$ cat config.mk
export PLATFORM = sky130hd
export DESIGN_NAME = ternary_threshold_packer
export DESIGN_NICKNAME = d
export VERILOG_FILES = /design/src/rtl/ternary_threshold_packer.sv
export SDC_FILE = /design/constraint.sdc
export NUM_CORES = 1
export LEC_CHECK = 0
export CELL_PAD_IN_SITES_DETAIL_PLACEMENT = 1
export CELL_PAD_IN_SITES_GLOBAL_PLACEMENT = 1
export CORE_MARGIN = 5
export CORE_UTILIZATION = 45
export DETAILED_ROUTE_END_ITERATION = 6
export DONT_BUFFER_PORTS = 1
export PLACE_DENSITY = 0.68
export RECOVER_POWER = 25
export SKIP_LAST_GASP = 1
export SLEW_MARGIN = 10
export SYNTH_ARGS = -nofsm -noshare
export SYNTH_HDL_FRONTEND = slang
export SYNTH_SLANG_ARGS = --single-unit
$ cat constraint.sdc
create_clock -name clk -period 6.2 [get_ports clk]
set_clock_uncertainty 0.2 [all_clocks]
set_input_delay 0.93 -clock clk [delete_from_list [all_inputs] [get_ports clk]]
set_output_delay 0.93 -clock clk [all_outputs]
set_load 0.05 [all_outputs]
$ cat src/rtl/ternary_threshold_packer.sv
// Per-channel ternary thresholding of signed accumulator sums, packed NO_CH at a time
// into a 2-bit-per-element vector and handed downstream through a 2-entry output buffer.
module ternary_threshold_packer #(
    parameter int IN_BW = 10,
    parameter int NO_CH = 16,
    parameter int CH_BW = $clog2(NO_CH)
) (
    input  logic                    clk,
    input  logic                    reset,
    input  logic                    thr_wr_en,
    input  logic [CH_BW-1:0]        thr_wr_addr,
    input  logic signed [IN_BW-1:0] thr_wr_lo,
    input  logic signed [IN_BW-1:0] thr_wr_hi,
    input  logic                    sum_vld,
    input  logic signed [IN_BW-1:0] sum_in,
    output logic                    out_vld,
    input  logic                    out_rdy,
    output logic [2*NO_CH-1:0]      out_data,
    output logic                    ovf
);

    localparam logic [CH_BW-1:0] LAST_CH = CH_BW'(NO_CH - 1);
    localparam logic [1:0] T_POS  = 2'b01;
    localparam logic [1:0] T_NEG  = 2'b11;
    localparam logic [1:0] T_ZERO = 2'b00;

    logic signed [IN_BW-1:0] lo_mem [NO_CH];
    logic signed [IN_BW-1:0] hi_mem [NO_CH];

    logic [CH_BW-1:0]        ch_cnt_q, ch_cnt_d;
    logic                    s1_vld_q;
    logic [CH_BW-1:0]        s1_ch_q;
    logic signed [IN_BW-1:0] s1_sum_q;
    logic signed [IN_BW-1:0] rd_lo_q, rd_hi_q;

    logic                    s2_vld_q;
    logic [CH_BW-1:0]        s2_ch_q;
    logic [1:0]              s2_res_q, s2_res_d;

    logic [2*NO_CH-1:0]      pack_q, pack_d;
    logic                    push;

    logic [2*NO_CH-1:0]      head_q, head_d;
    logic [2*NO_CH-1:0]      tail_q, tail_d;
    logic [1:0]              cnt_q, cnt_d;
    logic                    ovf_q, ovf_d;
    logic                    pop;

    // NOTE: the threshold table has no reset; it holds configuration that must survive a
    // pipeline reset, and leaving it out of the reset tree lets it map onto plain RAM.
    always_ff @(posedge clk) begin
        if (thr_wr_en) begin
            lo_mem[thr_wr_addr] <= thr_wr_lo;
            hi_mem[thr_wr_addr] <= thr_wr_hi;
        end
    end

    // Synchronous read: a same-cycle write to this address is seen one vector later.
    always_ff @(posedge clk) begin
        if (sum_vld) begin
            rd_lo_q <= lo_mem[ch_cnt_q];
            rd_hi_q <= hi_mem[ch_cnt_q];
        end
    end

    assign ch_cnt_d = (ch_cnt_q == LAST_CH) ? '0 : ch_cnt_q + CH_BW'(1);

    // hi is tested first so an inverted pair (lo > hi) still resolves to +1 above hi.
    assign s2_res_d = (s1_sum_q > rd_hi_q) ? T_POS  :
                      (s1_sum_q < rd_lo_q) ? T_NEG  : T_ZERO;

    assign push = s2_vld_q && (s2_ch_q == LAST_CH);
    assign pop  = (cnt_q != 2'd0) && out_rdy;

    // NOTE: combinational next-state uses blocking assignments with a default first,
    // so every path assigns every variable and no latch is inferred.
    always_comb begin
        pack_d = pack_q;
        if (s2_vld_q) begin
            pack_d[{s2_ch_q, 1'b0} +: 2] = s2_res_q;
        end
    end

    always_comb begin
        head_d = head_q;
        tail_d = tail_q;
        cnt_d  = cnt_q;
        ovf_d  = ovf_q;
        case (cnt_q)
            2'd0: begin
                if (push) begin
                    head_d = pack_d;
                    cnt_d  = 2'd1;
                end
            end
            2'd1: begin
                if (push && pop) begin
                    head_d = pack_d;
                end else if (push) begin
                    tail_d = pack_d;
                    cnt_d  = 2'd2;
                end else if (pop) begin
                    cnt_d  = 2'd0;
                end
            end
            default: begin
                if (pop) begin
                    head_d = tail_q;
                    if (push) begin
                        tail_d = pack_d;
                    end else begin
                        cnt_d  = 2'd1;
                    end
                end else if (push) begin
                    ovf_d = 1'b1;
                end
            end
        endcase
    end

    // NOTE: all state below updates with non-blocking assignments so every register
    // samples the pre-edge values of its neighbours.
    always_ff @(posedge clk) begin
        if (reset) begin
            ch_cnt_q <= '0;
            s1_vld_q <= 1'b0;
            s1_ch_q  <= '0;
            s1_sum_q <= '0;
            s2_vld_q <= 1'b0;
            s2_ch_q  <= '0;
            s2_res_q <= T_ZERO;
            pack_q   <= '0;
            head_q   <= '0;
            tail_q   <= '0;
            cnt_q    <= 2'd0;
            ovf_q    <= 1'b0;
        end else begin
            s1_vld_q <= sum_vld;
            if (sum_vld) begin
                s1_sum_q <= sum_in;
                s1_ch_q  <= ch_cnt_q;
                ch_cnt_q <= ch_cnt_d;
            end
            s2_vld_q <= s1_vld_q;
            if (s1_vld_q) begin
                s2_ch_q  <= s1_ch_q;
                s2_res_q <= s2_res_d;
            end
            pack_q <= pack_d;
            head_q <= head_d;
            tail_q <= tail_d;
            cnt_q  <= cnt_d;
            ovf_q  <= ovf_d;
        end
    end

    assign out_vld  = (cnt_q != 2'd0);
    assign out_data = head_q;
    assign ovf      = ovf_q;

endmodule

==> results.md, run 1 <==
- Outcome: completed
- Hold_sp: thr_wr_hi[9]
- Post-DRT Antenna Nets: 0
- Worst r2r path cells: 6
- DRT Wirelength: approximately 42000 um
- Worst Hold Class: input port to flip-flop
- Most instantiated library cell after synthesis: edfxtp_1
- Clk Latency, worst-skew pair: 0.59 ns
- Tot GR Track Use: 0.191
- Die Y: approximately 210 um
- Top-area cell type share of the netlist area: 0.560
- CTS root buf: clkbuf_16
- CTS Buf Count: 49
- Nets: 1189
- Min-Delay Endpoint: hi_mem[7][9]$_DFFE_PP_
- Yosys top cell by area: edfxtp_1
- Core area: 0.0399 sq mm
- First-pass GRT wire length: 64400 um
- Final period util: 0.476
- Detail Placement HPWL: roughly 24000 um
- Rel. slew slack: 0.392
- CP max FO: 34
- Row cnt: 73
- Cells after Synth: around 1100
- Async set-or-reset flop fraction in the synthesized netlist: 0
- ANT cells: 0
- Clock transition at path regs: about 0.060 ns
- Startpoint Class: flip-flop
- Post-CTS Hold Buffers: 0
- Port Buffers: 0
- H-tree depth: 2
- Reg2reg end: tail_q[11]$_SDFFE_PP0P_
- Syn_nets: 1187
- DR pass1 iterations: 4
- Worst reg-to-reg setup slack: 3.26 ns
- Cells taking the most area after synthesis: edfxtp_1, dfxtp_1, mux4_2
- Critical setup path kind: flip-flop to primary output
- Peak VDD IR: roughly 0.27 mV
- Starting Density: 0.457
- Required @ worst endpoint: 5.07 ns
- RSZ-0062 raised after global routing: no
- RePlAce Congestion: 0.718
- Mapped cell area: 0.0182 sq mm
- # resized after CTS: 0
- Slew Limit Fails: 0
- Mean post-synth cell area: 16.2 sq um
- Synth top cells by count: edfxtp_1, dfxtp_1, nor2_1
- Final setup viols: 0
- # clock sinks: between 400 and 500
- Bufs on Longest Clock Path: 3
- Leakage: about 6.6 nW
- Non-Filler Instances: about 1700
- Vias in the first global route: 10300
- Largest net degree at the start of global routing: 128
- Chip width: 211 um
- PwrDens: 321 mW/mm^2
- Initial antenna violation count: 2
- WL per Instance: approximately 25 um
- Worst reg2reg startpoint: s2_ch_q[0]$_SDFFE_PP0P_
- Initial drt markers: 845
- CTS tree: built
- Syn. warnings: 0
- Ports: 73
- Tmin final: 2.95 ns
- Residual DRC: 0
- Crit. End Element: primary output
- CP arrival: 1.82 ns
- Die area: between 0.04 and 0.05 sq mm
- F_max: 339 MHz
- Grt total ovfl: 0
- Post-synthesis sequential area ratio: 0.697
- Seq cells post-synth: between 400 and 500
- Maxcap violations: 0
- Design Power: 6.57 mW
- Synth-to-Final Area Change: 12.1%
- Hold Path Depth: 0
- Dpl cells: 1601
- Setup TNS: 0 ns
- Vias per Instance: 5.75
- Number of synthesized flops with an enable pin: 340
- Layout cell share with drive strength beyond 1: 0.195
- Slew at the pin closest to its max-slew limit: 0.912 ns
- Hold Fails Final Rpt: 0
- Unique masters post-synth: 50
- Total number of vias: 9730
- Top FF cell, synth: edfxtp_1
- Setup bufs post-CTS: 0
cell usage in the layout, fill, tap and decap left out, types with 3 or more instances in the layout:
cell,n
o41ai_1,6
and3_1,6
clkinv_2,5
buf_4,24
dfxtp_1,122
a211o_1,7
nand2_1,36
clkinv_1,12
clkbuf_16,49
o21ai_1,18
nand3_1,17
nor2_2,12
a211oi_2,5
inv_1,30
nor3_1,26
mux2i_1,47
ha_1,23
clkbuf_8,3
a31oi_1,27
a21o_1,5
nor3_2,4
mux4_2,100
nor2b_1,3
clkbuf_1,9
a21oi_1,18
nand3b_1,4
nor2_1,107
nand2b_1,5
edfxtp_1,340
o21ai_0,9
a211oi_1,36
and4_1,4
a21oi_2,4
clkinvlp_2,3
bufinv_16,4
cell families (layout without fill, tap and decap cells):
family,after synthesis,count (layout),share of synthesized area
muxes,148,148,0.150
adders and majority gates,23,23,0.0158
and+or+nand+nor,237,237,0.0584
xor gates and xnor gates,2,2,0.000960
AOI/OAI and AO/OA,145,145,0.0548
DFF,465,465,0.697
buffers and inverters,105,147,0.0233
critical path: stages, from the launching register on:
cell and delay, ns:
dfxtp_1 0.31, buf_4 0.39, nor2_1 0.17, inv_1 0.36
final cells by class:
type                       instances  area (sq um)
fill                            3728         19500
clock buffer                      61          1300
multi-input combinational        555          5180
tap                              525           657
timing repair buffer              24           180
clock inverter                    30           299
inverter                          32           120
sequential                       465         12700
flip-flops by register name, indices dropped and copies added, names as in the netlist:
signal	cells
ch_cnt_q	4
s1_ch_q	4
s2_ch_q	4
ovf	1
rd_lo_q	10
s1_sum_q	10
out_data	32
lo_mem	160
cnt_q	2
s2_res_q	2
hi_mem	160
pack_q	32
s1_vld_q	1
rd_hi_q	10
s2_vld_q	1
tail_q	32
layer usage:
layer | global-route usage | vias up | wire, um
met5 | 0 | - | 27
met1 | 0.244 | 5026 | 17000
met2 | 0.338 | 250 | 21800
li1 | - | 4398 | -
met3 | 0.0396 | 52 | 2640
met4 | 0.0486 | 4 | 728
power breakdown:
group | internal, mW | leakage (nW) | switching (mW)
Clock | 1.67 | 0.767 | 1.21
Sequential | 3.40 | 4.10 | 0.0384
Combinational | 0.132 | 1.78 | 0.118
Total | 5.20 | 6.65 | 1.37
how the worst max path moves through the flow:
stage,from,endpoint,depth (start not counted)
final,cnt_q[1]$_SDFFE_PP0P_,out_vld,3
after global routing,s2_ch_q[0]$_SDFFE_PP0P_,tail_q[11]$_SDFFE_PP0P_,6
after CTS,cnt_q[1]$_SDFFE_PP0P_,out_vld,3
after detailed placement,out_rdy,tail_q[11]$_SDFFE_PP0P_,6
after global placement,ch_cnt_q[1]$_SDFFE_PP0P_,rd_lo_q[2]$_DFFE_PP_,3
after floorplan,thr_wr_addr[3],hi_mem[0][0]$_DFFE_PP_,2
metrics by stage:
stage	worst slack (ns)	instance area [sq um]	util	hold WS, ns
global placement	3.34	18900	0.472	0.274
floorplan	2.73	18200	-	0.260
finish	3.25	20500	0.512	0.229
detailed placement	3.28	18900	0.472	0.288
CTS	3.19	20500	0.512	0.174
global route	3.01	20500	0.512	0.178
No activity file was read; power rests on OpenSTA's default activity.
==> run 2, diff against run 1 <==
PLACE_DENSITY = 0.7   (was 0.68)
clock period = 2.7 ns   (was 6.2 ns; I/O delays follow)
==> results.md, run 2 (synthesized netlist as in run 1, its figures left out) <==
- Commonest non-fill, non-tap cell in the layout: edfxtp_1
- Place WS: 0.296 ns (-2.98 ns)
- Design Power: 15.2 mW (+130%)
- F_max: ~380 MHz
- Worst reg-to-reg setup slack: 0.09 ns (-3.17 ns)
- Ports: 73 (unchanged)
- # clock sinks: 465 (unchanged)
- Startpoint Class: flip-flop
- CP max FO: 5 (-85%)
- Hold Fails Final Rpt: 0 (unchanged)
- CTS root buf: clkbuf_16
- PwrDens: 718 mW/mm^2 (+120%)
- Outcome: finished with violations
- CTS Buf Count: 48 (-2.0%)
- DRT Wirelength: 45300 um (+7.2%)
- Post-DRT Antenna Nets: 0 (unchanged)
- Row cnt: 73 (unchanged)
- Clk Latency, worst-skew pair: 0.61 ns (+0.02 ns)
- Setup TNS: 0 ns (unchanged)
- Crit. End Element: flip-flop
- WL per Instance: 25.9 um (+3.5%)
- Critical setup path kind: flip-flop to flip-flop
- Dpl cells: 1620 (+1.2%)
- RSZ-0062 raised after global routing: yes
- Internal power: 11.9 mW (+130%)
- Chip width: 211 um (unchanged)
- First-pass GRT wire length: 68400 um (+6.2%)
- Synth-to-Final Area Change: 15.9%
- Slew at the pin closest to its max-slew limit: 1.95 ns (+1.04 ns)
- CP max stage delay: 0.57 ns (+0.18 ns)
- Core area: 0.0399 sq mm (unchanged)
- Tot GR Track Use: 0.204 (+0.0126)
- Switch share: 0.217 (+0.00884)
- CTS tree: built
- Fillcell total: 3697 (-0.83%)
- Initial drt markers: 776 (-8.2%)
- Starting Density: 0.457 (unchanged)
- Placed Area: 0.0191 sq mm (+1.4%)
- Clock transition at path regs: 0.06 ns (about the same)
- Tmin final: 2.61 ns
- Register Area: 0.0127 sq mm (unchanged)
- Final setup viols: 0 (unchanged)
- Peak VDD IR: 0.638 mV (+140%)
- Multi-input logic area: 0.00522 sq mm (+0.75%)
- Clock group share of total power: 0.428 (-0.010)
- Total number of vias: 10200 (+5.2%)
- Port Buffers: 0 (unchanged)
- Non-Filler Instances: 1753 (+3.6%)
- Final cell area excluding filler cells: 0.0211 sq mm (+3.4%)
- Failing checks: capacitance limit, slew limit
- Worst setup path endpoint: pack_q[20]$_SDFF_PP0_
- Maxcap violations: 4 (+4)
- Layout cell share with drive strength beyond 1: 0.200 (+0.00446)
- Required @ worst endpoint: 2.97 ns (-2.10 ns)
- Worst Hold Class: input port to flip-flop
- Crit-path cells: inv_1, ha_1, or3b_4, a211o_4, mux2i_4, nor2_1, dlygate4sd3_1
- Grt total ovfl: 0 (unchanged)
- DR pass1 iterations: 4 (unchanged)
- Reg2reg end: pack_q[20]$_SDFF_PP0_
- RePlAce Congestion: 0.746 (+4.0%)
- Largest regs: hi_mem: 160 flops, lo_mem: 160 flops
- CP arrival: 2.87 ns (+1.05 ns)
- Rel. slew slack: -0.302 (-0.694)
- Most frequent cells in the layout: edfxtp_1, dfxtp_1, nor2_1
- Largest net degree at the start of global routing: 119 (-7.0%)
- Hold Path Depth: 2 (+2)
- Final period util: 0.965
- Worst setup margin: 0.0938 ns (-3.16 ns)
- CP Launch Point: s2_ch_q[0]$_SDFFE_PP0P_
- Residual DRC: 0 (unchanged)
- Utilization after layout: 0.530 (+0.0172)
- Bufs on Longest Clock Path: 3 (unchanged)
- Switching Power: 3.29 mW (+140%)
- Slowest CP cell: dlygate4sd3_1
- Vias in the first global route: 10800 (+4.1%)
- Worst r2r path cells: 7 (+1)
- Combinational share of power: 0.052 (+0.014)
- Die area: 0.0447 sq mm (unchanged)
- Minimum hold slack: 0.0244 ns (-0.205 ns)
- Die Y: 211 um (unchanged)
- Vias per Instance: 5.84 (+1.5%)
- H-tree depth: 2 (unchanged)
- Leakage: 6.94 nW (+4.4%)
- Worst reg2reg startpoint: s2_ch_q[0]$_SDFFE_PP0P_
- Initial antenna violation count: 5 (+3)
- Detail Placement HPWL: 25700 um (+5.7%)
- Part of the power in registers: 0.520 (-0.004)
- Slew Limit Fails: 84 (+84)
- Nets: 1249 (+5.0%)
==> run 2: cell types whose count changed in the layout (fill, tap and decap cells not counted), moves of 4 or more <==
cell           before  now
nor2_1            107  111
clkinv_2            5   10
clkbuf_1            9   16
nor2_2             12    8
dlygate4sd3_1       0   39
buf_12              0    9
==> run 2: worst min-delay path by stage <==
stage | from | endpoint | slack (ns)
6_report | reset | pack_q[24]$_SDFF_PP0_ | 0.02
5_1_grt | reset | pack_q[26]$_SDFF_PP0_ | 0.07
4_1_cts | reset | pack_q[31]$_SDFF_PP0_ | 0.03
3_5_place_dp | reset | out_data[25]$_SDFFE_PP0P_ | 0.29
3_3_place_gp | s1_ch_q[2]$_SDFFE_PP0P_ | s1_ch_q[2]$_SDFFE_PP0P_ | 0.28
2_1_floorplan | s1_ch_q[0]$_SDFFE_PP0P_ | s1_ch_q[0]$_SDFFE_PP0P_ | 0.26
==> run 2: power groups by stage <==
stage                     Sequential [mW]  Clock [mW]  Combinational [mW]
final                                7.89        6.50               0.784
after CTS                            7.89        6.68               0.799
after global routing                 7.90        7.00               0.851
after global placement               8.04           0               0.617
after floorplan                      7.99           0               0.508
after detailed placement             8.05           0               0.635
==> run 2: critical path: cells and delay by family (launching register included) <==
kind,cells,cell delay (ns)
fa+ha+maj,1,0.25
simple gates,2,0.48
mux,1,0.21
flops,1,0.35
buf+inv,2,0.62
compound gates,1,0.37
==> run 2: final cells by class <==
cell class,count,share of cell area
Antenna cell,2,0.000237
Clock buffer,59,0.0592
Clock inverter,30,0.0140
Inverter,32,0.00568
Multi-Input combinational cell,555,0.247
Sequential cell,465,0.602
Tap cell,525,0.0311
Timing Repair Buffer,85,0.0415
==> run 2: per-layer routing <==
metal  share of wire  global-route usage
met4           0.023              0.0518
met1            0.40               0.269
met2            0.51               0.350
met3           0.059              0.0418
met5         0.00090                   0
==> run 2: what timing repair did <==
| action | 4_1_cts | 5_1_grt |
|---|---|---|
| hold buffers | 41 | 0 |
| endpoints found under the hold margin | 465 | 0 |
| gates resized for setup | 0 | 11 |
| setup endpoints to repair | 0 | 3 |
| setup buffers | 0 | 1 |
